[src/rtl/ctrl_pkg.sv]
// Shared definitions for the multicycle RV32I controller: FSM state
// encoding, opcode constants, ALU operation codes, datapath mux encodings
// and the immediate-format decode used by the controller.
package ctrl_pkg;

    typedef enum logic [3:0] {
        S_FETCH    = 4'd0,
        S_DECODE   = 4'd1,
        S_MEMADR   = 4'd2,
        S_MEMREAD  = 4'd3,
        S_MEMWB    = 4'd4,
        S_MEMWRITE = 4'd5,
        S_EXECUTER = 4'd6,
        S_EXECUTEI = 4'd7,
        S_ALUWB    = 4'd8,
        S_BRANCH   = 4'd9,
        S_JAL      = 4'd10,
        S_LUI      = 4'd11
    } state_t;

    // ALU operation class requested by the FSM; FUNCT defers to funct3/funct7.
    typedef enum logic [1:0] {
        ALUOP_ADD   = 2'd0,
        ALUOP_SUB   = 2'd1,
        ALUOP_FUNCT = 2'd2
    } alu_op_t;

    localparam logic [6:0] OP_LW  = 7'b0000011;
    localparam logic [6:0] OP_SW  = 7'b0100011;
    localparam logic [6:0] OP_R   = 7'b0110011;
    localparam logic [6:0] OP_I   = 7'b0010011;
    localparam logic [6:0] OP_B   = 7'b1100011;
    localparam logic [6:0] OP_JAL = 7'b1101111;
    localparam logic [6:0] OP_LUI = 7'b0110111;

    localparam logic [3:0] ALU_ADD  = 4'd0;
    localparam logic [3:0] ALU_SUB  = 4'd1;
    localparam logic [3:0] ALU_AND  = 4'd2;
    localparam logic [3:0] ALU_OR   = 4'd3;
    localparam logic [3:0] ALU_XOR  = 4'd4;
    localparam logic [3:0] ALU_SLT  = 4'd5;
    localparam logic [3:0] ALU_SLL  = 4'd6;
    localparam logic [3:0] ALU_SRL  = 4'd7;
    localparam logic [3:0] ALU_SRA  = 4'd8;
    localparam logic [3:0] ALU_SLTU = 4'd9;

    localparam logic [1:0] RES_ALUOUT = 2'b00;
    localparam logic [1:0] RES_RDATA  = 2'b01;
    localparam logic [1:0] RES_ALU    = 2'b10;

    localparam logic [1:0] SRCA_PC    = 2'b00;
    localparam logic [1:0] SRCA_OLDPC = 2'b01;
    localparam logic [1:0] SRCA_RS1   = 2'b10;
    localparam logic [1:0] SRCA_ZERO  = 2'b11;

    localparam logic [1:0] SRCB_RS2  = 2'b00;
    localparam logic [1:0] SRCB_IMM  = 2'b01;
    localparam logic [1:0] SRCB_FOUR = 2'b10;

    localparam logic [2:0] IMM_I = 3'b000;
    localparam logic [2:0] IMM_S = 3'b001;
    localparam logic [2:0] IMM_B = 3'b010;
    localparam logic [2:0] IMM_J = 3'b011;
    localparam logic [2:0] IMM_U = 3'b100;

    // Immediate format follows the opcode only; unknown opcodes default to I.
    function automatic logic [2:0] imm_src_of(input logic [6:0] op);
        case (op)
            OP_SW:   return IMM_S;
            OP_B:    return IMM_B;
            OP_JAL:  return IMM_J;
            OP_LUI:  return IMM_U;
            default: return IMM_I;
        endcase
    endfunction

endpackage

[src/rtl/multicycle_controller_if.sv]
// Control bundle between the instruction register / flags and the
// multicycle datapath. master = controller side, slave = datapath side.
// Handshake: the controller raises mem_req_o and holds its state until the
// memory answers with mem_ready_i = 1 in the same cycle; that cycle completes
// the access.
interface multicycle_controller_if #(
    parameter int ALU_CTRL_W = 4
) ();
    logic [6:0]            op_i;
    logic [2:0]            funct3_i;
    logic                  funct7b5_i;
    logic                  zero_flag_i;
    logic                  lt_flag_i;
    logic                  ltu_flag_i;
    logic                  mem_ready_i;
    logic                  pc_write_o;
    logic                  adr_src_o;
    logic                  mem_req_o;
    logic                  mem_write_o;
    logic                  ir_write_o;
    logic                  reg_write_o;
    logic [1:0]            result_src_o;
    logic [1:0]            alu_src_a_o;
    logic [1:0]            alu_src_b_o;
    logic [2:0]            imm_src_o;
    logic [ALU_CTRL_W-1:0] alu_ctrl_o;
    logic                  illegal_o;
    logic [3:0]            state_o;

    modport master (
        input  op_i, funct3_i, funct7b5_i, zero_flag_i, lt_flag_i, ltu_flag_i, mem_ready_i,
        output pc_write_o, adr_src_o, mem_req_o, mem_write_o, ir_write_o, reg_write_o,
               result_src_o, alu_src_a_o, alu_src_b_o, imm_src_o, alu_ctrl_o, illegal_o, state_o
    );

    modport slave (
        output op_i, funct3_i, funct7b5_i, zero_flag_i, lt_flag_i, ltu_flag_i, mem_ready_i,
        input  pc_write_o, adr_src_o, mem_req_o, mem_write_o, ir_write_o, reg_write_o,
               result_src_o, alu_src_a_o, alu_src_b_o, imm_src_o, alu_ctrl_o, illegal_o, state_o
    );
endinterface

[src/rtl/mc_alu_decoder.sv]
// Combinational ALU decoder.
// Inputs : op_i, funct3_i, funct7b5_i, alu_op_i (add / sub / funct class).
// Outputs: alu_ctrl_o (ALU_CTRL_W bits), unsupported_o (the funct fields
//          name an operation this configuration cannot execute).
module mc_alu_decoder
    import ctrl_pkg::*;
#(
    parameter int ALU_CTRL_W = 4
) (
    input  logic [6:0]            op_i,
    input  logic [2:0]            funct3_i,
    input  logic                  funct7b5_i,
    input  alu_op_t               alu_op_i,
    output logic [ALU_CTRL_W-1:0] alu_ctrl_o,
    output logic                  unsupported_o
);
    localparam bit NARROW = (ALU_CTRL_W < 4);

    logic [3:0] funct_op;
    logic [3:0] sel_op;
    logic       bad_funct7;
    logic       narrow_bad;

    always_comb begin
        funct_op   = ALU_ADD;
        bad_funct7 = 1'b0;
        case (funct3_i)
            // For I-type, bit 30 is immediate data, so only R-type selects sub.
            3'b000:  funct_op = (op_i == OP_R && funct7b5_i) ? ALU_SUB : ALU_ADD;
            3'b001:  funct_op = ALU_SLL;
            3'b010:  funct_op = ALU_SLT;
            3'b011:  funct_op = ALU_SLTU;
            3'b100:  funct_op = ALU_XOR;
            3'b101:  funct_op = funct7b5_i ? ALU_SRA : ALU_SRL;
            3'b110:  funct_op = ALU_OR;
            default: funct_op = ALU_AND;
        endcase
        // R-type only defines bit 30 for sub and sra.
        if (op_i == OP_R && funct7b5_i && funct3_i != 3'b000 && funct3_i != 3'b101) begin
            bad_funct7 = 1'b1;
        end
    end

    always_comb begin
        case (alu_op_i)
            ALUOP_ADD: sel_op = ALU_ADD;
            ALUOP_SUB: sel_op = ALU_SUB;
            default:   sel_op = funct_op;
        endcase
    end

    // A 3-bit ALU only implements add/sub/and/or/slt.
    assign narrow_bad    = NARROW && !(funct_op == ALU_ADD || funct_op == ALU_SUB ||
                                       funct_op == ALU_AND || funct_op == ALU_OR ||
                                       funct_op == ALU_SLT);
    assign unsupported_o = bad_funct7 | narrow_bad;
    assign alu_ctrl_o    = sel_op[ALU_CTRL_W-1:0];

endmodule

[src/rtl/multicycle_controller.sv]
// Multicycle RV32I control unit: Moore FSM sequencing fetch, decode,
// execute, memory and writeback over one shared ALU and one memory port.
// Ports: clk_i, rst_i (async, active-high) and the controller bundle
// (multicycle_controller_if.master). All outputs except illegal_o are
// decoded from the current state; illegal_o is a registered one-cycle pulse
// raised in the FETCH cycle following a rejected DECODE.
module multicycle_controller
    import ctrl_pkg::*;
#(
    parameter int ALU_CTRL_W  = 4,
    parameter bit BRANCH_FULL = 1'b1,
    parameter bit MEM_WAIT_EN = 1'b1
) (
    input logic                   clk_i,
    input logic                   rst_i,
    multicycle_controller_if.master bus
);
    state_t  state_q, state_d;
    logic    illegal_q, illegal_d;
    logic    mem_ready;
    logic    taken;
    logic    branch_ok;
    logic    alu_unsup;
    alu_op_t alu_op;

    assign mem_ready = MEM_WAIT_EN ? bus.mem_ready_i : 1'b1;

    mc_alu_decoder #(.ALU_CTRL_W(ALU_CTRL_W)) u_alu_dec (
        .op_i         (bus.op_i),
        .funct3_i     (bus.funct3_i),
        .funct7b5_i   (bus.funct7b5_i),
        .alu_op_i     (alu_op),
        .alu_ctrl_o   (bus.alu_ctrl_o),
        .unsupported_o(alu_unsup)
    );

    always_comb begin
        case (bus.funct3_i)
            3'b000:  taken = bus.zero_flag_i;
            3'b001:  taken = !bus.zero_flag_i;
            3'b100:  taken = bus.lt_flag_i;
            3'b101:  taken = !bus.lt_flag_i;
            3'b110:  taken = bus.ltu_flag_i;
            3'b111:  taken = !bus.ltu_flag_i;
            default: taken = 1'b0;
        endcase
        if (BRANCH_FULL) begin
            branch_ok = (bus.funct3_i != 3'b010) && (bus.funct3_i != 3'b011);
        end else begin
            branch_ok = (bus.funct3_i == 3'b000) || (bus.funct3_i == 3'b001);
        end
    end

    // Next-state logic; a rejected DECODE returns to FETCH and arms illegal_q.
    always_comb begin
        state_d   = state_q;
        illegal_d = 1'b0;
        case (state_q)
            S_FETCH:    if (mem_ready) state_d = S_DECODE;
            S_DECODE: begin
                case (bus.op_i)
                    OP_LW, OP_SW: state_d = S_MEMADR;
                    OP_R:   begin state_d = alu_unsup ? S_FETCH : S_EXECUTER; illegal_d = alu_unsup; end
                    OP_I:   begin state_d = alu_unsup ? S_FETCH : S_EXECUTEI; illegal_d = alu_unsup; end
                    OP_B:   begin state_d = branch_ok ? S_BRANCH : S_FETCH;   illegal_d = !branch_ok; end
                    OP_JAL: state_d = S_JAL;
                    OP_LUI: state_d = S_LUI;
                    default: begin state_d = S_FETCH; illegal_d = 1'b1; end
                endcase
            end
            S_MEMADR:   state_d = (bus.op_i == OP_LW) ? S_MEMREAD : S_MEMWRITE;
            S_MEMREAD:  if (mem_ready) state_d = S_MEMWB;
            S_MEMWRITE: if (mem_ready) state_d = S_FETCH;
            S_EXECUTER, S_EXECUTEI, S_JAL, S_LUI: state_d = S_ALUWB;
            default:    state_d = S_FETCH;
        endcase
    end

    always_ff @(posedge clk_i or posedge rst_i) begin
        if (rst_i) begin
            state_q   <= S_FETCH;
            illegal_q <= 1'b0;
        end else begin
            state_q   <= state_d;
            illegal_q <= illegal_d;
        end
    end

    // Moore output decode.
    always_comb begin
        bus.pc_write_o   = 1'b0;
        bus.adr_src_o    = 1'b0;
        bus.mem_req_o    = 1'b0;
        bus.mem_write_o  = 1'b0;
        bus.ir_write_o   = 1'b0;
        bus.reg_write_o  = 1'b0;
        bus.result_src_o = RES_ALUOUT;
        bus.alu_src_a_o  = SRCA_PC;
        bus.alu_src_b_o  = SRCB_RS2;
        alu_op           = ALUOP_ADD;
        case (state_q)
            S_FETCH: begin
                bus.mem_req_o    = 1'b1;
                bus.alu_src_b_o  = SRCB_FOUR;
                bus.result_src_o = RES_ALU;
                // IR and PC only capture when the fetch actually completes.
                bus.ir_write_o   = mem_ready;
                bus.pc_write_o   = mem_ready;
            end
            S_DECODE: begin
                bus.alu_src_a_o = SRCA_OLDPC;
                bus.alu_src_b_o = SRCB_IMM;
            end
            S_MEMADR: begin
                bus.alu_src_a_o = SRCA_RS1;
                bus.alu_src_b_o = SRCB_IMM;
            end
            S_MEMREAD: begin
                bus.adr_src_o = 1'b1;
                bus.mem_req_o = 1'b1;
            end
            S_MEMWB: begin
                bus.result_src_o = RES_RDATA;
                bus.reg_write_o  = 1'b1;
            end
            S_MEMWRITE: begin
                bus.adr_src_o   = 1'b1;
                bus.mem_req_o   = 1'b1;
                bus.mem_write_o = 1'b1;
            end
            S_EXECUTER: begin
                bus.alu_src_a_o = SRCA_RS1;
                alu_op          = ALUOP_FUNCT;
            end
            S_EXECUTEI: begin
                bus.alu_src_a_o = SRCA_RS1;
                bus.alu_src_b_o = SRCB_IMM;
                alu_op          = ALUOP_FUNCT;
            end
            S_ALUWB:  bus.reg_write_o = 1'b1;
            S_BRANCH: begin
                bus.alu_src_a_o = SRCA_RS1;
                alu_op          = ALUOP_SUB;
                bus.pc_write_o  = taken;
            end
            S_JAL: begin
                bus.alu_src_a_o = SRCA_OLDPC;
                bus.alu_src_b_o = SRCB_FOUR;
                bus.pc_write_o  = 1'b1;
            end
            S_LUI: begin
                bus.alu_src_a_o = SRCA_ZERO;
                bus.alu_src_b_o = SRCB_IMM;
            end
            default: ;
        endcase
    end

    assign bus.imm_src_o = imm_src_of(bus.op_i);
    assign bus.illegal_o = illegal_q;
    assign bus.state_o   = state_q;

endmodule

[src/flat_wrapper.sv]
// flat-port wrapper written by rule: the top's interface ports become plain ports
module multicycle_controller_flat import ctrl_pkg::*;
#(
    parameter int ALU_CTRL_W  = 4,
    parameter bit BRANCH_FULL = 1'b1,
    parameter bit MEM_WAIT_EN = 1'b1
)
  (clk_i, rst_i, bus_op_i, bus_funct3_i, bus_funct7b5_i, bus_zero_flag_i, bus_lt_flag_i, bus_ltu_flag_i, bus_mem_ready_i, bus_pc_write_o, bus_adr_src_o, bus_mem_req_o, bus_mem_write_o, bus_ir_write_o, bus_reg_write_o, bus_result_src_o, bus_alu_src_a_o, bus_alu_src_b_o, bus_imm_src_o, bus_alu_ctrl_o, bus_illegal_o, bus_state_o);
  multicycle_controller_if #(.ALU_CTRL_W(ALU_CTRL_W)) bus_i ();
  input logic clk_i;
  input logic rst_i;
  input wire logic [$bits(bus_i.op_i)-1:0] bus_op_i;
  input wire logic [$bits(bus_i.funct3_i)-1:0] bus_funct3_i;
  input wire logic [$bits(bus_i.funct7b5_i)-1:0] bus_funct7b5_i;
  input wire logic [$bits(bus_i.zero_flag_i)-1:0] bus_zero_flag_i;
  input wire logic [$bits(bus_i.lt_flag_i)-1:0] bus_lt_flag_i;
  input wire logic [$bits(bus_i.ltu_flag_i)-1:0] bus_ltu_flag_i;
  input wire logic [$bits(bus_i.mem_ready_i)-1:0] bus_mem_ready_i;
  output wire logic [$bits(bus_i.pc_write_o)-1:0] bus_pc_write_o;
  output wire logic [$bits(bus_i.adr_src_o)-1:0] bus_adr_src_o;
  output wire logic [$bits(bus_i.mem_req_o)-1:0] bus_mem_req_o;
  output wire logic [$bits(bus_i.mem_write_o)-1:0] bus_mem_write_o;
  output wire logic [$bits(bus_i.ir_write_o)-1:0] bus_ir_write_o;
  output wire logic [$bits(bus_i.reg_write_o)-1:0] bus_reg_write_o;
  output wire logic [$bits(bus_i.result_src_o)-1:0] bus_result_src_o;
  output wire logic [$bits(bus_i.alu_src_a_o)-1:0] bus_alu_src_a_o;
  output wire logic [$bits(bus_i.alu_src_b_o)-1:0] bus_alu_src_b_o;
  output wire logic [$bits(bus_i.imm_src_o)-1:0] bus_imm_src_o;
  output wire logic [$bits(bus_i.alu_ctrl_o)-1:0] bus_alu_ctrl_o;
  output wire logic [$bits(bus_i.illegal_o)-1:0] bus_illegal_o;
  output wire logic [$bits(bus_i.state_o)-1:0] bus_state_o;
  assign bus_i.op_i = bus_op_i;
  assign bus_i.funct3_i = bus_funct3_i;
  assign bus_i.funct7b5_i = bus_funct7b5_i;
  assign bus_i.zero_flag_i = bus_zero_flag_i;
  assign bus_i.lt_flag_i = bus_lt_flag_i;
  assign bus_i.ltu_flag_i = bus_ltu_flag_i;
  assign bus_i.mem_ready_i = bus_mem_ready_i;
  assign bus_pc_write_o = bus_i.pc_write_o;
  assign bus_adr_src_o = bus_i.adr_src_o;
  assign bus_mem_req_o = bus_i.mem_req_o;
  assign bus_mem_write_o = bus_i.mem_write_o;
  assign bus_ir_write_o = bus_i.ir_write_o;
  assign bus_reg_write_o = bus_i.reg_write_o;
  assign bus_result_src_o = bus_i.result_src_o;
  assign bus_alu_src_a_o = bus_i.alu_src_a_o;
  assign bus_alu_src_b_o = bus_i.alu_src_b_o;
  assign bus_imm_src_o = bus_i.imm_src_o;
  assign bus_alu_ctrl_o = bus_i.alu_ctrl_o;
  assign bus_illegal_o = bus_i.illegal_o;
  assign bus_state_o = bus_i.state_o;
  multicycle_controller #(.ALU_CTRL_W(ALU_CTRL_W), .BRANCH_FULL(BRANCH_FULL), .MEM_WAIT_EN(MEM_WAIT_EN)) u_core (.clk_i(clk_i), .rst_i(rst_i), .bus(bus_i));
endmodule
[config.mk]
export PLATFORM = sky130hd
export DESIGN_NAME = multicycle_controller_flat
export DESIGN_NICKNAME = d
export VERILOG_FILES = /design/src/rtl/ctrl_pkg.sv /design/src/rtl/multicycle_controller_if.sv /design/src/rtl/mc_alu_decoder.sv /design/src/rtl/multicycle_controller.sv /design/src/flat_wrapper.sv
export SDC_FILE = /design/constraint.sdc
export NUM_CORES = 1
export LEC_CHECK = 0
export BUFFER_PORTS_ARGS = -buffer_cell sky130_fd_sc_hd__buf_2
export CORE_MARGIN = 5
export CORE_UTILIZATION = 47
export DETAILED_ROUTE_END_ITERATION = 12
export GPL_TIMING_DRIVEN = 0
export PLACE_DENSITY = 0.92
export SYNTH_ARGS = -nofsm -noshare
export SYNTH_HDL_FRONTEND = slang
export SYNTH_SLANG_ARGS = --single-unit
[constraint.sdc]
create_clock -name clk_i -period 1.88 [get_ports clk_i]
set_clock_uncertainty 0.15 [all_clocks]
set_input_delay 0.188 -clock clk_i [delete_from_list [all_inputs] [get_ports clk_i]]
set_output_delay 0.188 -clock clk_i [all_outputs]
set_load 0.005 [all_outputs]
Word-level counts from Yosys, hierarchy flattened
Index checks and enable logic that the tools add are counted.
W data, S select, Z words.
{"block": "word_totals", "ff_bits": 5, "ramBits": 0, "latchBits": 0, "memories": 0, "rom_bits": 0}
{"block": "classes", "bitwise_logic": 0, "eq_ne": 32, "addsub": 0, "muxes": 28, "mul": 0, "reduce_logical": 25, "div": 0, "n_shift": 0, "magnitude_cmp": 0}
{"operator": "$pmux W4 S6", "n": 2}
{"operator": "$pmux W4 S7", "n": 1}
{"operator": "$eq A7 B6 Y1 const B", "n": 3}
{"operator": "$mux W4", "n": 5}
{"operator": "$eq A4 B3 Y1 const B", "n": 4}
{"operator": "$eq A4 B4 Y1 const B", "n": 4}
{"operator": "$reduce_or A4 Y1", "n": 4}
{"operator": "$eq A7 B7 Y1 const B", "n": 2}
{"operator": "$reduce_or A2 Y1", "n": 7}
{"operator": "$eq A3 B3 Y1 const B", "n": 4}
{"operator": "$pmux W2 S2", "n": 3}
{"operator": "$pmux W3 S4", "n": 1}
{"operator": "$mux W3", "n": 3}
{"operator": "$eq A4 B2 Y1 const B", "n": 2}
{"operator": "$mux W1", "n": 8}
{"operator": "$pmux W4 S2", "n": 1}
{"operator": "$eq A7 B2 Y1 const B", "n": 1}
{"operator": "$eq A7 B5 Y1 const B", "n": 1}
{"operator": "$eq A3 B2 Y1 const B", "n": 2}
{"operator": "$ne A2 B2 Y1 const B", "n": 3}
{"operator": "$ne A3 B2 Y1 const B", "n": 2}
{"operator": "$pmux W1 S3", "n": 2}
{"operator": "$pmux W1 S6", "n": 1}
{"operator": "$pmux W2 S3", "n": 1}
{"operator": "12 further kinds", "n": 18}

Longest topological paths before layout
{"block": "logic_depth", "depth_word": 8, "mapped_depth": 7, "depth_no_buf": 5}

By module
From an unflattened synthesis, not the netlist that was laid out.
{"block": "hier_totals", "hier_cells": 127, "area_unflattened_um2": 903.4}
{"module": "multicycle_controller", "area_each_um2": 764.5, "cells_per_inst": 105, "instances": 1}
{"module": "mc_alu_decoder", "area_each_um2": 138.9, "cells_per_inst": 22, "instances": 1}

Worst setup path before layout
OpenSTA, ideal clock, no wires.
{"block": "synth_timing", "path_type": "register to output", "start": "register u_core.state_q[2] (netlist: u_core.bus.state_o[2])", "end": "output port bus_ir_write_o", "t_arrival_ns": 1.238, "path_slack_ns": 0.304, "n_path_buf": 2, "path_stages_with_launch": 5, "cell_sequence": "dfrtp_1 buf_4 buf_2 nor4_1 and2_1"}
{"block": "synth_via", "elab_chain_cells": 2}
{"item": "from (decl)", "line_no": "multicycle_controller.sv:18", "rtl": "state_t state_q, state_d;"}
{"item": "from (signal assigned)", "line_no": "multicycle_controller.sv:84", "rtl": "state_q <= state_d;"}
{"item": "$logic_not A4 Y1", "line_no": "multicycle_controller.sv:101", "rtl": "case (state_q)"}
{"item": "$mux W1", "line_no": "multicycle_controller.sv:101"}
{"item": "to (decl)", "line_no": "flat_wrapper.sv:23", "rtl": "output wire logic [$bits(bus_i.ir_write_o)-1:0] bus_ir_write_o;"}
No other way between the ends.

Worst setup path in the final report
Ends and elaborated chain as after synthesis.

==> results_tabular.tex <==
\begin{tabular}{lr}
\hline
Metric & Value \\
\hline
\multicolumn{2}{l}{\textbf{Setup path}} \\
\quad Critical path's largest stage delay & 0.39 ns \\
\quad Endpoint required time on the critical path & 1.54 ns \\
\quad Critical Path Fanout Max & 10 \\
\quad Nature of the critical path startpoint & flop \\
\quad Endpoint of the lowest-slack register-to-register path & u\_core.bus.state\_o[0] \\
\quad Arr. time, crit path & 1.60 ns \\
\quad CP max-delay cell & dfrtp\_1 \\
\quad Crit path buf inv count & 3 \\
\quad Class of the most critical setup path & flop to primary output \\
\quad Worst Reg2Reg Path Length in Cells & 6 \\
\quad RR Startpoint & u\_core.bus.state\_o[3] \\
\quad CP cell instances & buf\_6 > buf\_8 > nor4\_1 > and2\_1 > buf\_2 \\
\quad Endpoint type of the worst setup path & primary output \\
\quad Cell family with the largest share of critical-path delay & simple AND/OR/NAND/NOR gates \\
\quad Worst reg-to-reg setup slack & 0.14 ns \\
\multicolumn{2}{l}{\textbf{Floorplanning}} \\
\quad Die width & 54.3 µm \\
\quad FP Rows & 16 \\
\quad Overall die area & 2940 µm² \\
\quad Placeable Area & 1920 µm² \\
\quad Initial standard-cell utilization of the core & 47.9\% \\
\quad Vertical die dimension & 54.3 µm \\
\quad I/O pin total & 41 \\
\multicolumn{2}{l}{\textbf{Worst hold path}} \\
\quad Type of the tightest min-delay check & input pin to flop \\
\quad Worst Hold Launch & bus\_op\_i[3] \\
\quad Depth of the worst hold-timing path & 4 \\
\quad Worst Hold Endpoint & u\_core.bus.illegal\_o \\
\multicolumn{2}{l}{\textbf{STA}} \\
\quad Endpoints failing hold & 0 \\
\quad Setup repair after global routing missed its margin & yes \\
\quad Final worst-path cycle share & 103\% \\
\quad Slew at the pin closest to its max-slew limit & 0.381 ns \\
\quad Number of failing setup endpoints in the final timing report & 3 \\
\quad Post-route setup slack & -0.0546 ns \\
\quad Achievable frequency & 517 MHz \\
\quad Final period demand of the worst path & 1.93 ns \\
\quad Number of max-slew violations in the final report & 0 \\
\quad Headroom to the max-slew limit & 74.4\% \\
\multicolumn{2}{l}{\textbf{Status}} \\
\quad Violations in the final reports & negative setup slack \\
\quad Status & finished with violations \\
\multicolumn{2}{l}{\textbf{Power and ir drop}} \\
\quad Clock network power share & 26.1\% \\
\quad Maximum VDD drop & 265 µV \\
\quad Power spent charging and discharging nets & 0.000189 W \\
\quad Net switching share of the total power & 37.6\% \\
\quad Total internal power & 0.000314 W \\
\quad Sequential share of power & 23.5\% \\
\quad Combinational cell fraction of total power & 50.5\% \\
\quad Leakage power & 0.602 nW \\
\quad Power density over the cells & 380 nW/µm² \\
\multicolumn{2}{l}{\textbf{Clock network}} \\
\quad Root buf cell & clkbuf\_4 \\
\quad Insertion delay of the later-clocked pin in the worst-skew pair & 0.26 ns \\
\quad \# H-tree levels & 1 \\
\quad Maximum clock path buffer count & 2 \\
\quad Clock Pin Slew Worst Setup and Hold Paths & 0.05 ns \\
\quad TritonCTS sink count & 5 \\
\quad Cts bufs inserted & 3 \\
\quad CTS tree & built \\
\multicolumn{2}{l}{\textbf{Detailed routing}} \\
\quad Vias after detailed routing & 1,188 \\
\quad Residual antenna-violating net count after detailed routing & 0 \\
\quad Routed wire per std cell & 14.0 µm \\
\quad DRT Pass-1 Iters & 4 \\
\quad Drt total wl & 2900 µm \\
\quad Total DRC errors in the routed layout & 0 \\
\quad Via density per instance & 5.74 \\
\quad Drt initial violations & 25 \\
\multicolumn{2}{l}{\textbf{Final layout}} \\
\quad Utilization after layout & 68.9\% \\
\quad Commonest non-fill, non-tap cells in the layout & 41 x buf\_2, 12 x nor2\_1, 10 x buf\_4 \\
\quad Post-route design area & 1320 µm² \\
\quad Most common cell after layout, fill and taps aside & buf\_2 \\
\quad Layout overhead on the synthesized area & 43.8\% \\
\quad Number of nets in the finished design & 198 \\
\quad Fraction of final layout cells sized beyond drive strength 1 & 46.1\% \\
\quad Layout filler cell count & 154 \\
\quad Number of diodes & 0 \\
\quad Post-layout instance count excluding filler cells & 207 \\
\multicolumn{2}{l}{\textbf{Placed design}} \\
\quad Dpl hpwl & 1980 µm \\
\quad PortBufs & 37 \\
\quad Placed cell area & 1140 µm² \\
\quad Gpl congestion & 0.870 \\
\quad Placed cell count & 195 \\
\quad Post-Place Setup Slack & 0.146 ns \\
\multicolumn{2}{l}{\textbf{Synthesis}} \\
\quad Number of enable-type register cells in the synthesized netlist & 0 \\
\quad Share of the yosys chip area belonging to registers & 13.6\% \\
\quad Syn\_area\_per\_cell & 7.03 µm² \\
\quad Share of synthesized flip-flops with an asynchronous set or reset & 100\% \\
\quad Synth Net Count & 148 \\
\quad Synthesized flop and latch total & 5 \\
\quad Netlist cell types & 47 \\
\quad Warnings from Yosys & 0 \\
\quad Mapped cell area & 921 µm² \\
\quad Synthesized instance count & 131 \\
\quad Leading register cell type out of synthesis & dfrtp\_1 \\
\multicolumn{2}{l}{\textbf{Global routing}} \\
\quad Combined global-route utilization of all metal layers & 17.8\% \\
\quad Via count of the first global-routing pass & 960 \\
\quad Pin count of the biggest net entering global routing & 11 \\
\quad Leftover overflow at the end of global routing & 0 \\
\quad First-pass GRT wire length & 3900 µm \\
\quad Initial antenna violation count & 0 \\
\multicolumn{2}{l}{\textbf{Run}} \\
\quad Maxcap violations & 0 \\
\hline
\end{tabular}
## final cells by class
class	instances	area, µm²	area share, %
tap	27	33.8	2.55
inverter	3	13.8	1.04
buffer	13	114	8.60
clock buffer	4	26.3	1.98
timing repair buffer	45	248	18.7
sequential	5	126	9.55
multi-input combinational	110	762	57.6
## registers in the layout (all words and copies together), names as in the netlist
register,cells
u_core.bus.illegal_o,1
u_core.bus.state_o,4
## routing by layer
| metal | global-route usage (%) | part of all wire (%) | wire [µm] |
|---|---|---|---|
| met3 | 2.45 | 5.7 | 164 |
| met4 | 7.88 | 1.8 | 52 |
| met5 | 0 | 0 | 0 |
| met2 | 30.5 | 51 | 1480 |
| met1 | 21.8 | 41 | 1190 |
## cells by family after synthesis
kind of cell	count (synthesis)	share of synthesized area, %
xor+xnor	5	4.76
mux	4	4.76
simple gates	64	39.5
compound gates	37	27.2
buf+inv	16	10.2
flops	5	13.6
## worst max-delay path by stage
stage               slack, ns           endpoint  depth (start not counted)                  start
finish                  -0.05     bus_ir_write_o                          5  u_core.bus.state_o[2]
global route            -0.06     bus_ir_write_o                          5  u_core.bus.state_o[2]
CTS                     0.004     bus_pc_write_o                          7  u_core.bus.state_o[0]
detailed placement       0.15  bus_alu_ctrl_o[2]                          5  u_core.bus.state_o[3]
global placement         0.17  bus_alu_ctrl_o[2]                          5  u_core.bus.state_o[3]
floorplan                0.30     bus_ir_write_o                          4  u_core.bus.state_o[2]
## synth_stat cells, drive strengths merged (2+ instances only)
cell type / instances / share of area [%]
nor2: 15 / 6.1
buf: 13 / 9.0
nor3: 11 / 7.1
nand2b: 9 / 7.5
a21oi: 8 / 4.3
nand2: 8 / 4.1
o21ai: 8 / 4.8
dfrtp: 5 / 14
nand3: 5 / 2.7
nor4: 4 / 3.4
a31oi: 3 / 2.0
and2: 3 / 2.0
inv: 3 / 1.2
mux2: 3 / 3.7
or3: 3 / 2.0
xor2: 3 / 2.9
a2111oi: 2 / 1.9
a211oi: 2 / 1.6
a21boi: 2 / 1.6
a31o: 2 / 1.9
nor2b: 2 / 1.4
o21a: 2 / 1.6
xnor2: 2 / 1.9
## per-stage QoR
stage | setup TNS, ns | total power [W] | hold WS, ns
3_3_place_gp | 0 | 0.000325 | -0.0725
4_1_cts | 0 | 0.000469 | 0.207
6_report | -0.0987 | 0.000503 | 0.200
3_5_place_dp | 0 | 0.000333 | -0.0642
2_1_floorplan | 0 | 0.000259 | -0.183
5_1_grt | -0.243 | 0.000535 | 0.214
## power by group through the flow
| stage | registers, W | clock network (W) | logic [W] |
|---|---|---|---|
| floorplan | 0.000120 | 0 | 0.000140 |
| global placement | 0.000118 | 0 | 0.000206 |
| detailed placement | 0.000119 | 0 | 0.000214 |
| CTS | 0.000117 | 0.000126 | 0.000226 |
| global route | 0.000118 | 0.000142 | 0.000275 |
| finish | 0.000118 | 0.000131 | 0.000254 |
## worst register-to-register path, stage by stage (launching register included)
cell and delay [ns]:
dfrtp_1 0.40, buf_6 0.15, nand2b_4 0.17, or3_4 0.38, buf_4 0.16, nor2_1 0.12, a31o_1 0.16
## repair_timing
action,4_1_cts,5_1_grt
setup endpoints to repair,4,6
hold endpoints to repair,5,0
gates resized for setup,11,18
hold buffers,1,0
setup buffers,1,6
pin swaps,0,4
Power figures use the tool's default switching activity.
